$ cat src/rtl/reg_dump_pkg.sv
// Shared types and default sizing for the register-file dump reader.
package reg_dump_pkg;

   localparam int unsigned NREGS_DEF = 32;
   localparam int unsigned AW_DEF    = 5;
   localparam int unsigned DW_DEF    = 32;

   typedef enum logic [2:0] {
      ST_IDLE = 3'd0,
      ST_HOLD = 3'd1,
      ST_READ = 3'd2,
      ST_SEND = 3'd3,
      ST_DONE = 3'd4
   } state_e;

endpackage

$ cat src/rtl/reg_dump_reader_if.sv
// Command, register-file read port and beat stream of the dump reader.
interface reg_dump_reader_if #(
   parameter int unsigned AW = reg_dump_pkg::AW_DEF,
   parameter int unsigned DW = reg_dump_pkg::DW_DEF
);

   logic          start;
   logic [AW-1:0] first_addr;
   logic [AW-1:0] last_addr;
   logic          abort;
   logic          hold_core;
   logic [AW-1:0] rs_addr;
   logic [DW-1:0] rs_data;
   logic          out_valid;
   logic          out_ready;
   logic [AW-1:0] out_addr;
   logic [DW-1:0] out_data;
   logic          out_last;
   logic          busy;
   logic          done;

   // master: the dump reader itself
   modport master (
      input  start, first_addr, last_addr, abort, rs_data, out_ready,
      output hold_core, rs_addr, out_valid, out_addr, out_data, out_last, busy, done
   );

   // slave: core, register file and beat sink around the reader
   modport slave (
      output start, first_addr, last_addr, abort, rs_data, out_ready,
      input  hold_core, rs_addr, out_valid, out_addr, out_data, out_last, busy, done
   );

endinterface

$ cat src/rtl/reg_dump_reader.sv
// Freezes the core, walks a register range through one read port and streams
// (addr, data, last) beats over valid/ready.
module reg_dump_reader
   import reg_dump_pkg::*;
#(
   parameter int unsigned NREGS = reg_dump_pkg::NREGS_DEF,
   parameter int unsigned AW    = reg_dump_pkg::AW_DEF,
   parameter int unsigned DW    = reg_dump_pkg::DW_DEF
) (
   input  logic              clk,
   input  logic              reset,
   reg_dump_reader_if.master dump
);

   state_e        state_q, state_d;
   logic [AW-1:0] cur_q, cur_d;
   logic [AW-1:0] end_q, end_d;
   logic [AW-1:0] out_addr_q, out_addr_d;
   logic [DW-1:0] out_data_q, out_data_d;
   logic          out_last_q, out_last_d;
   logic          dumping;
   logic          beat_accept;

   assign dumping     = (state_q == ST_HOLD) || (state_q == ST_READ) || (state_q == ST_SEND);
   assign beat_accept = (state_q == ST_SEND) && dump.out_ready;

   always_ff @(posedge clk or posedge reset) begin
      if (reset) begin
         state_q    <= ST_IDLE;
         cur_q      <= '0;
         end_q      <= '0;
         out_addr_q <= '0;
         out_data_q <= '0;
         out_last_q <= 1'b0;
      end else begin
         state_q    <= state_d;
         cur_q      <= cur_d;
         end_q      <= end_d;
         out_addr_q <= out_addr_d;
         out_data_q <= out_data_d;
         out_last_q <= out_last_d;
      end
   end

   always_comb begin
      state_d    = state_q;
      cur_d      = cur_q;
      end_d      = end_q;
      out_addr_d = out_addr_q;
      out_data_d = out_data_q;
      out_last_d = out_last_q;

      unique case (state_q)
         ST_IDLE: begin
            if (dump.start && !dump.abort) begin
               state_d = ST_HOLD;
               cur_d   = dump.first_addr;
               end_d   = dump.last_addr;
            end
         end
         ST_HOLD: state_d = ST_READ;
         ST_READ: begin
            state_d    = ST_SEND;
            out_addr_d = cur_q;
            out_data_d = dump.rs_data;
            out_last_d = (cur_q == end_q);
         end
         ST_SEND: begin
            if (beat_accept) begin
               if (out_last_q) begin
                  state_d = ST_DONE;
               end else begin
                  state_d = ST_READ;
                  cur_d   = (cur_q == AW'(NREGS - 1)) ? '0 : cur_q + 1'b1;
               end
            end
         end
         ST_DONE: state_d = ST_IDLE;
         default: state_d = ST_IDLE;
      endcase

      if (dump.abort && dumping) begin
         state_d = ST_IDLE;
      end

      // Beat registers are cleared on every return to IDLE so an aborted or
      // finished dump leaves the stream outputs at zero.
      if ((state_d == ST_IDLE) && (state_q != ST_IDLE)) begin
         out_addr_d = '0;
         out_data_d = '0;
         out_last_d = 1'b0;
      end
   end

   assign dump.hold_core = dumping;
   assign dump.busy      = (state_q != ST_IDLE);
   assign dump.done      = (state_q == ST_DONE);
   assign dump.out_valid = (state_q == ST_SEND);
   assign dump.rs_addr   = (state_q == ST_READ) ? cur_q : '0;
   assign dump.out_addr  = out_addr_q;
   assign dump.out_data  = out_data_q;
   assign dump.out_last  = out_last_q;

endmodule

$ cat src/flat_wrapper.sv
// flat-port wrapper written by rule: the top's interface ports become plain ports
module reg_dump_reader_flat import reg_dump_pkg::*;
#(
   parameter int unsigned NREGS = reg_dump_pkg::NREGS_DEF,
   parameter int unsigned AW    = reg_dump_pkg::AW_DEF,
   parameter int unsigned DW    = reg_dump_pkg::DW_DEF
)
  (clk, reset, dump_start, dump_first_addr, dump_last_addr, dump_abort, dump_rs_data, dump_out_ready, dump_hold_core, dump_rs_addr, dump_out_valid, dump_out_addr, dump_out_data, dump_out_last, dump_busy, dump_done);
  reg_dump_reader_if #(.AW(AW), .DW(DW)) dump_i ();
  input  logic clk;
  input  logic reset;
  input wire logic [$bits(dump_i.start)-1:0] dump_start;
  input wire logic [$bits(dump_i.first_addr)-1:0] dump_first_addr;
  input wire logic [$bits(dump_i.last_addr)-1:0] dump_last_addr;
  input wire logic [$bits(dump_i.abort)-1:0] dump_abort;
  input wire logic [$bits(dump_i.rs_data)-1:0] dump_rs_data;
  input wire logic [$bits(dump_i.out_ready)-1:0] dump_out_ready;
  output wire logic [$bits(dump_i.hold_core)-1:0] dump_hold_core;
  output wire logic [$bits(dump_i.rs_addr)-1:0] dump_rs_addr;
  output wire logic [$bits(dump_i.out_valid)-1:0] dump_out_valid;
  output wire logic [$bits(dump_i.out_addr)-1:0] dump_out_addr;
  output wire logic [$bits(dump_i.out_data)-1:0] dump_out_data;
  output wire logic [$bits(dump_i.out_last)-1:0] dump_out_last;
  output wire logic [$bits(dump_i.busy)-1:0] dump_busy;
  output wire logic [$bits(dump_i.done)-1:0] dump_done;
  assign dump_i.start = dump_start;
  assign dump_i.first_addr = dump_first_addr;
  assign dump_i.last_addr = dump_last_addr;
  assign dump_i.abort = dump_abort;
  assign dump_i.rs_data = dump_rs_data;
  assign dump_i.out_ready = dump_out_ready;
  assign dump_hold_core = dump_i.hold_core;
  assign dump_rs_addr = dump_i.rs_addr;
  assign dump_out_valid = dump_i.out_valid;
  assign dump_out_addr = dump_i.out_addr;
  assign dump_out_data = dump_i.out_data;
  assign dump_out_last = dump_i.out_last;
  assign dump_busy = dump_i.busy;
  assign dump_done = dump_i.done;
  reg_dump_reader #(.NREGS(NREGS), .AW(AW), .DW(DW)) u_core (.clk(clk), .reset(reset), .dump(dump_i));
endmodule
$ cat config.mk
export PLATFORM = sky130hd
export DESIGN_NAME = reg_dump_reader_flat
export DESIGN_NICKNAME = d
export VERILOG_FILES = /design/src/rtl/reg_dump_pkg.sv /design/src/rtl/reg_dump_reader_if.sv /design/src/rtl/reg_dump_reader.sv /design/src/flat_wrapper.sv
export SDC_FILE = /design/constraint.sdc
export NUM_CORES = 1
export LEC_CHECK = 0
export BUFFER_PORTS_ARGS = -buffer_cell sky130_fd_sc_hd__buf_4
export CAP_MARGIN = 20
export CORE_MARGIN = 3
export CORE_UTILIZATION = 39
export CTS_CLUSTER_DIAMETER = 150
export DETAILED_ROUTE_END_ITERATION = 7
export PLACE_DENSITY = 0.67
export SLEW_MARGIN = 20
export SYNTH_ARGS = -nofsm -noshare
export SYNTH_HDL_FRONTEND = slang
export SYNTH_SLANG_ARGS = --single-unit
$ cat constraint.sdc
create_clock -name clk -period 2.4 [get_ports clk]
set_input_delay 0 -clock clk [delete_from_list [all_inputs] [get_ports clk]]
set_output_delay 0 -clock clk [all_outputs]
set_load 0.03 [all_outputs]
==> impl_metrics.sql, run 1 <==
INSERT INTO impl_metrics (metric_group, metric, value, unit) VALUES
('placed_design', 'dpl.cell_count', '402', ''),
('global_routing', 'first_pass_grt_wire_length', '9225', 'um'),
('drt', 'wirelength', '6088', 'um'),
('clock_tree', 'cts_inserted_buffers', '5', ''),
('pwr', 'powerDensity', '722.7', 'nW/um^2'),
('placed_design', 'place.detailed.hpwl', '4069', 'um'),
('synthesis', 'synth_enable_flop_cells', '0', ''),
('floorplanning', 'ios', '94', ''),
('floorplanning', 'design.core.area', '5574', 'um^2'),
('timing', 'timing_worst_slew_pin_value', '620.0', 'ps'),
('global_routing', 'via_count_of_the_first_global_routing_pass', '1921', ''),
('global_routing', 'antenna_found_initial', '0', ''),
('synthesis', 'yosys_most_used_dff', 'sky130_fd_sc_hd__dfrtp_1', ''),
('setup_path', 'ff2ff_path_depth', '6', ''),
('timing', 'max-slew-margin-rel', '0.5860', ''),
('setup_path', 'crit_end', 'dump_rs_addr[2]', ''),
('clock_tree', 'cts.clk_slew.worst_paths', '90', 'ps'),
('timing', 'fin_worst_hold_slack', '21.98', 'ps'),
('global_routing', 'grt.total_usage', '0.1763', ''),
('drt', 'routed_via_density', '4.639', ''),
('synthesis', 'syn_avg_cell_area', '9.397', 'um^2'),
('clock_tree', 'cts_htree_levels', '2', ''),
('timing', 'setup-violations-final', '0', ''),
('synthesis', 'netlist_top_cells_area', 'sky130_fd_sc_hd__dfrtp_1 (56%), sky130_fd_sc_hd__nand2_1 (13%), sky130_fd_sc_hd__a21oi_1 (8.8%), sky130_fd_sc_hd__mux2_2 (2.5%), sky130_fd_sc_hd__buf_2 (1.5%)', ''),
('setup_path', 'arrival', '1720', 'ps'),
('timing', 'final.period_utilization', '0.7183', ''),
('setup_path', 'r2r_end', 'u_core.cur_q[2]', ''),
('setup_path', 'critPathMaxFanout', '18', ''),
('synthesis', 'synth_nets', '292', ''),
('timing', 'report.final.slew_viol_count', '0', ''),
('placed_design', 'placed_cell_area', '3052', 'um^2'),
('global_routing', 'grt_overflow_total', '0', ''),
('setup_path', 'critPathCaptureType', 'output pin', ''),
('floorplanning', 'die_area', '6809', 'um^2'),
('synthesis', 'syn-instance-count', '243', ''),
('drt', 'dr_pass1_iterations', '4', ''),
('global_routing', 'grt_start_max_net_pins', '31', ''),
('floorplanning', 'num_rows', '27', ''),
('drt', 'postRouteAntennaNets', '0', ''),
('synthesis', 'yosys_register_bits', '51', ''),
('setup_path', 'cp-start-kind', 'register', ''),
('setup_path', 'timing_startpoint_of_the_critical_path', 'u_core.state_q[0]', ''),
('floorplanning', 'floorplan.die.width', '82.52', 'um'),
('clock_tree', 'cts_post_setup_buffers_inserted', '0', ''),
('synthesis', 'post_synth_most_frequent_cells', 'sky130_fd_sc_hd__nand2_1 (81), sky130_fd_sc_hd__dfrtp_1 (51), sky130_fd_sc_hd__a21oi_1 (40)', ''),
('final_layout', 'drive_gt1_frac', '0.3220', ''),
('timing', 'setup_repair_after_global_routing_missed_its_margin', 'false', ''),
('synthesis', 'synth-seq-area-share', '0.5589', ''),
('final_layout', 'final_area', '3596', 'um^2'),
('hold_path', 'hp-class', 'in -> reg', ''),
('synthesis', 'synth.top_cell.area_share', '0.5589', ''),
('drt', 'routed-via-count', '2106', ''),
('final_layout', 'finalNetCount', '430', ''),
('timing', 'setup_total_negative_slack', '0', 'ps'),
('pwr', 'p_leak', '0.001821', 'uW'),
('clock_tree', 'cts.sinks', '51', ''),
('synthesis', 'ys_types', '33', ''),
('drt', 'detail_route.iter0.violations', '76', ''),
('setup_path', 'regToRegStartpoint', 'u_core.cur_q[0]', ''),
('timing', 'timing.clock.skew', '6.650', 'ps'),
('final_layout', 'finalNonFillerCells', '454', ''),
('setup_path', 'crit_path_class', 'reg -> out', ''),
('clock_tree', 'clock_tree_from_tritoncts', 'built', ''),
('drt', 'post_drt_wl_per_cell', '13.41', 'um'),
('final_layout', 'area_delta_synth_final', '57.48', '%'),
('setup_path', 'rrSetupSlack', '820', 'ps'),
('clock_tree', 'max-clock-path-buffers', '2', ''),
('outcome', 'status', 'complete, no violations', ''),
('flow_run', 'max_cap_viol_count', '0', ''),
('setup_path', 'crit_required', '2400', 'ps'),
('synthesis', 'ys_async_sr_fraction', '1.000', '');
[logic make-up after synthesis]
logic type,Yosys count,synth area share
DFF,51,0.5589
xor gates and xnor gates,6,0.02302
buffers and inverters,24,0.05315
adders and majority gates,2,0.01096
AOI/OAI and AO/OA,52,0.1304
muxes,7,0.03342
and+or+nand+nor,101,0.1901
[how the worst min path moves through the flow]
stage	startpoint	to	slack [ps]	cells past startpoint
2_1_floorplan	dump_abort	u_core.state_q[2]	70	1
3_3_place_gp	reset	u_core.dump.out_data[16]	130	2
3_5_place_dp	reset	u_core.dump.out_data[9]	120	2
4_1_cts	dump_first_addr[3]	u_core.cur_q[3]	10	3
5_1_grt	dump_first_addr[3]	u_core.cur_q[3]	70	3
6_report	dump_first_addr[3]	u_core.cur_q[3]	20	3
[sequential cells by signal (all words and copies together) (netlist names)]
register	flops
u_core.cur_q	5
u_core.dump.out_addr	5
u_core.dump.out_data	32
u_core.dump.out_last	1
u_core.end_q	5
u_core.state_q	3
[per-layer routing]
layer	GRT usage	share of wire	vias to the layer above	wire [um]
li1	-	-	1065	-
met1	0.2214	0.42	966	2557
met2	0.3069	0.49	69	3002
met3	0.04664	0.079	6	482
met4	0.03431	0.0076	0	46
met5	0	0	-	0
[worst max-delay path, stage by stage, from the launching register on]
cell                      delay (ps)
sky130_fd_sc_hd__dfrtp_1         500
sky130_fd_sc_hd__nor2_1          170
sky130_fd_sc_hd__and2_1          150
sky130_fd_sc_hd__buf_4           240
sky130_fd_sc_hd__nand2_1         120
sky130_fd_sc_hd__inv_1            90
sky130_fd_sc_hd__buf_4           160
[placed cells by master, fill, tap and decap left out, drive strengths merged]
master / netlist / routed
or3: 1 / 1
mux2i: 2 / 2
a22oi: 1 / 1
and3: 1 / 1
nand4: 1 / 1
clkbuf: 2 / 7
a41oi: 1 / 1
a32oi: 2 / 2
buf: 12 / 101
nand3: 2 / 2
xnor2: 3 / 3
xor2: 3 / 3
nor2: 5 / 5
o21bai: 1 / 1
nor3: 5 / 5
nor2b: 1 / 1
a21oi: 40 / 40
ha: 2 / 2
a211oi: 1 / 1
clkinvlp: 0 / 1
and2: 2 / 2
o21ai: 6 / 6
and2b: 1 / 1
dfrtp: 51 / 51
dlygate4sd3: 0 / 44
nand2: 81 / 81
nand3b: 1 / 1
inv: 10 / 10
mux2: 5 / 5
[power breakdown]
| group | total (uW) | internal (uW) | switching [uW] |
|---|---|---|---|
| sequential | 1140 | 1020 | 124 |
| combinational | 921 | 399 | 522 |
| clock | 539 | 263 | 276 |
| total | 2600 | 1680 | 922 |
[final cells by class]
cell class / instances / area [um^2]
Clock buffer: 7 / 96.34
Clock inverter: 1 / 7.507
Fill cell: 462 / 1978
Inverter: 10 / 37.54
Multi-Input combinational cell: 168 / 889.6
Sequential cell: 51 / 1276
Tap cell: 72 / 90.09
Timing Repair Buffer: 145 / 1199
[repair_timing]
| item | CTS | global route |
|---|---|---|
| resized for setup | 0 | 0 |
| hold buffers | 44 | 0 |
| hold endpoints to repair | 72 | 0 |
[metrics by stage]
step / setup slack (ps) / util
2_1_floorplan: 959.7 / -
3_3_place_gp: 899.4 / 0.5475
3_5_place_dp: 843.2 / 0.5475
4_1_cts: 661.1 / 0.6451
5_1_grt: 524.5 / 0.6451
6_report: 676.2 / 0.6451
No activity file was read; power rests on OpenSTA's default activity.
==> run 2, diff against run 1 <==
- PLACE_DENSITY: 0.67 -> 0.7
- clock period: 2.4 -> 1.5 ns (I/O delays scaled with it)
==> run 2 against run 1 <==
  * Die area did not move
  * Count of clock-buffer cells in the layout decreased by 1
  * Non-clock buffer count rose by 11
  * Final cell count up 2.2%
  * Routed wire length up 7.4%
  * Via count is 3.1% higher
  * Global-route usage rose by 1.6 points
  * Combinational power increased by 77%
  * Clock skew about the same
  * Worst hold slack improved by 6.7 ps
  * Flip-flop and latch count stayed put
  * Total power grew 62%
  * Largest cell class is now non-clock buffers
==> impl_metrics.sql, run 2 (synthesis results as in run 1) <==
INSERT INTO impl_metrics (metric_group, metric, value, unit) VALUES
('outcome', 'status', 'complete, no violations', ''),
('setup_path', 'critPathCaptureType', 'output pin', ''),
('timing', 'final.period_utilization', '0.9609', ''),
('timing', 'fin_worst_hold_slack', '28.66', 'ps'),
('final_layout', 'antennaDiodeCount', '0', ''),
('floorplanning', 'ios', '94', ''),
('drt', 'wl_met1', '2686', 'um'),
('final_layout', 'finalNetCount', '441', ''),
('setup_path', 'arrival', '1440', 'ps'),
('clock_tree', 'cts_inserted_buffers', '5', ''),
('setup_path', 'critPathMaxFanout', '11', ''),
('flow_run', 'max_cap_viol_count', '0', ''),
('global_routing', 'first_pass_grt_wire_length', '9991', 'um'),
('clock_tree', 'cts_htree_levels', '2', ''),
('pwr', 'powerDensity', '1122', 'nW/um^2'),
('drt', 'wl_met2', '3399', 'um'),
('global_routing', 'grt_overflow_total', '0', ''),
('setup_path', 'timing_startpoint_of_the_critical_path', 'u_core.state_q[0]', ''),
('floorplanning', 'design.core.area', '5574', 'um^2'),
('pwr', 'p_leak', '0.001888', 'uW'),
('timing', 'clock.fmax', '693.8', 'MHz'),
('drt', 'remaining_design_rule_violation_count', '0', ''),
('floorplanning', 'floorplan.die.width', '82.52', 'um'),
('placed_design', 'place_congestion', '0.7664', ''),
('drt', 'dr_pass1_iterations', '4', ''),
('timing', 'post-route-worst-setup-slack', '58.71', 'ps'),
('final_layout', 'finalNonFillerCells', '464', ''),
('clock_tree', 'cts.sinks', '51', ''),
('hold_path', 'min-delay-start', 'dump_first_addr[3]', ''),
('setup_path', 'crit_required', '1500', 'ps'),
('floorplanning', 'die-height', '82.52', 'um'),
('global_routing', 'grt_start_max_net_pins', '27', ''),
('placed_design', 'port_buffers', '93', ''),
('drt', 'detail_route.iter0.violations', '65', ''),
('setup_path', 'timing.critical_path.buf_inv', '3', ''),
('timing', 'setup-violations-final', '0', ''),
('setup_path', 'crit_path_cell_trace', 'nor2_4 -> and2_4 -> buf_12 -> nand2_1 -> inv_2 -> buf_6', ''),
('final_layout', 'area_delta_synth_final', '64.66', '%'),
('pwr', 'power.ir.vdd_worst', '0.6963', 'mV'),
('timing', 'timing_worst_slew_pin_value', '548.9', 'ps'),
('floorplanning', 'num_rows', '27', ''),
('final_layout', 'fill_cells', '471', ''),
('floorplanning', 'die_area', '6809', 'um^2'),
('global_routing', 'via_count_of_the_first_global_routing_pass', '2138', ''),
('placed_design', 'dpl.cell_count', '407', ''),
('hold_path', 'hp-class', 'in -> reg', ''),
('placed_design', 'place.detailed.hpwl', '4182', 'um'),
('floorplanning', 'initial_cell_density_of_the_core', '0.4097', ''),
('clock_tree', 'ctsRootBufferMaster', 'sky130_fd_sc_hd__clkbuf_8', ''),
('setup_path', 'worst_path_max_delay_cell', 'sky130_fd_sc_hd__dfrtp_2', ''),
('placed_design', 'place_ws', '28.31', 'ps'),
('setup_path', 'regToRegStartpoint', 'u_core.state_q[2]', ''),
('final_layout', 'most_common_cell_after_layout_fill_and_taps_aside', 'sky130_fd_sc_hd__buf_4', ''),
('setup_path', 'worst_path_largest_cell_delay', '440', 'ps'),
('final_layout', 'commonest_cells_after_routing_fill_and_taps_aside', 'sky130_fd_sc_hd__buf_4 (105), sky130_fd_sc_hd__nand2_1 (80), sky130_fd_sc_hd__dfrtp_1 (49)', ''),
('clock_tree', 'cts.clk_slew.worst_paths', '90', 'ps'),
('final_layout', 'drive_gt1_frac', '0.3750', ''),
('drt', 'route.top_layer_used', 'met4', ''),
('drt', 'routed-via-count', '2171', ''),
('final_layout', 'register_area', '1279', 'um^2'),
('global_routing', 'antenna_found_initial', '0', ''),
('setup_path', 'crit_path_class', 'reg -> out', ''),
('setup_path', 'cp-start-kind', 'register', ''),
('timing', 'max-slew-margin-rel', '0.6336', ''),
('timing', 'timing_hold_violations_final', '0', ''),
('drt', 'detailroute.wirelength.met3', '422', 'um'),
('global_routing', 'grt.total_usage', '0.1925', ''),
('drt', 'routed_via_density', '4.679', ''),
('clock_tree', 'clock_tree_from_tritoncts', 'built', ''),
('drt', 'post_drt_wl_per_cell', '14.09', 'um'),
('timing', 'timing.clock.skew', '6.244', 'ps'),
('setup_path', 'critPathTopFamily', 'flip-flops', ''),
('drt', 'postRouteAntennaNets', '0', ''),
('timing', 'report.final.slew_viol_count', '0', ''),
('clock_tree', 'clkLatencyLatePin', '290', 'ps'),
('drt', 'wirelength', '6537', 'um'),
('clock_tree', 'max-clock-path-buffers', '2', ''),
('timing', 'layout_min_cycle_time', '1441', 'ps'),
('final_layout', 'largest_register_ff_count', '32', ''),
('final_layout', 'multi_input_area', '935.9', 'um^2');
run 2: report_power, final:
group	total, uW	switching (uW)	internal, uW
Combinational	1630	908	721
Clock	800	437	363
Sequential	1790	165	1630
run 2: stage by stage:
step	util	setup TNS (ps)	instance area [um^2]	total power, uW
floorplan	-	0	2283	2682
global placement	0.5565	0	3102	3263
detailed placement	0.5565	0	3102	3298
CTS	0.6577	-2.375	3666	4196
global route	0.6745	-22.23	3760	4468
finish	0.6745	0	3760	4220
run 2: path summary, 6_finish.rpt:
check                                      endpoint  slack [ps]  depth (start not counted)
setup / recovery                    dump_rs_addr[4]          60                          6
hold / removal                      u_core.cur_q[3]          30                          3
setup reg to reg                    u_core.end_q[3]         100                          4
hold reg to reg             u_core.dump.out_data[0]         530                          2
max in group asynchronous         u_core.state_q[1]         550                          4
min in group asynchronous  u_core.dump.out_data[20]         320                          3
run 2: per-layer routing:
layer	vias to the layer above	track usage
met5	-	0
met4	0	0.02941
met3	4	0.04772
met2	66	0.3478
met1	1010	0.2361
li1	1091	-
run 2: repair_timing:
item | CTS | global route
hold buffers | 44 | 0
resized for setup | 5 | 18
setup endpoints to repair | 5 | 14
setup buffers | 3 | 2
endpoints found under the hold margin | 68 | 0
pin swaps | 0 | 1
cloned | 0 | 1
run 2: cell type report:
class | count | share of cell area
Multi-Input combinational cell | 168 | 0.2489
Timing Repair Buffer | 156 | 0.3537
Clock inverter | 1 | 0.001331
Tap cell | 72 | 0.02396
Clock buffer | 6 | 0.02196
Inverter | 10 | 0.009983
Sequential cell | 51 | 0.3401
run 2: tightest hold or removal path, stage by stage:
cell                      delay [ps]
sky130_fd_sc_hd__buf_4            80
sky130_fd_sc_hd__a22oi_1          70
sky130_fd_sc_hd__o21ai_1         140
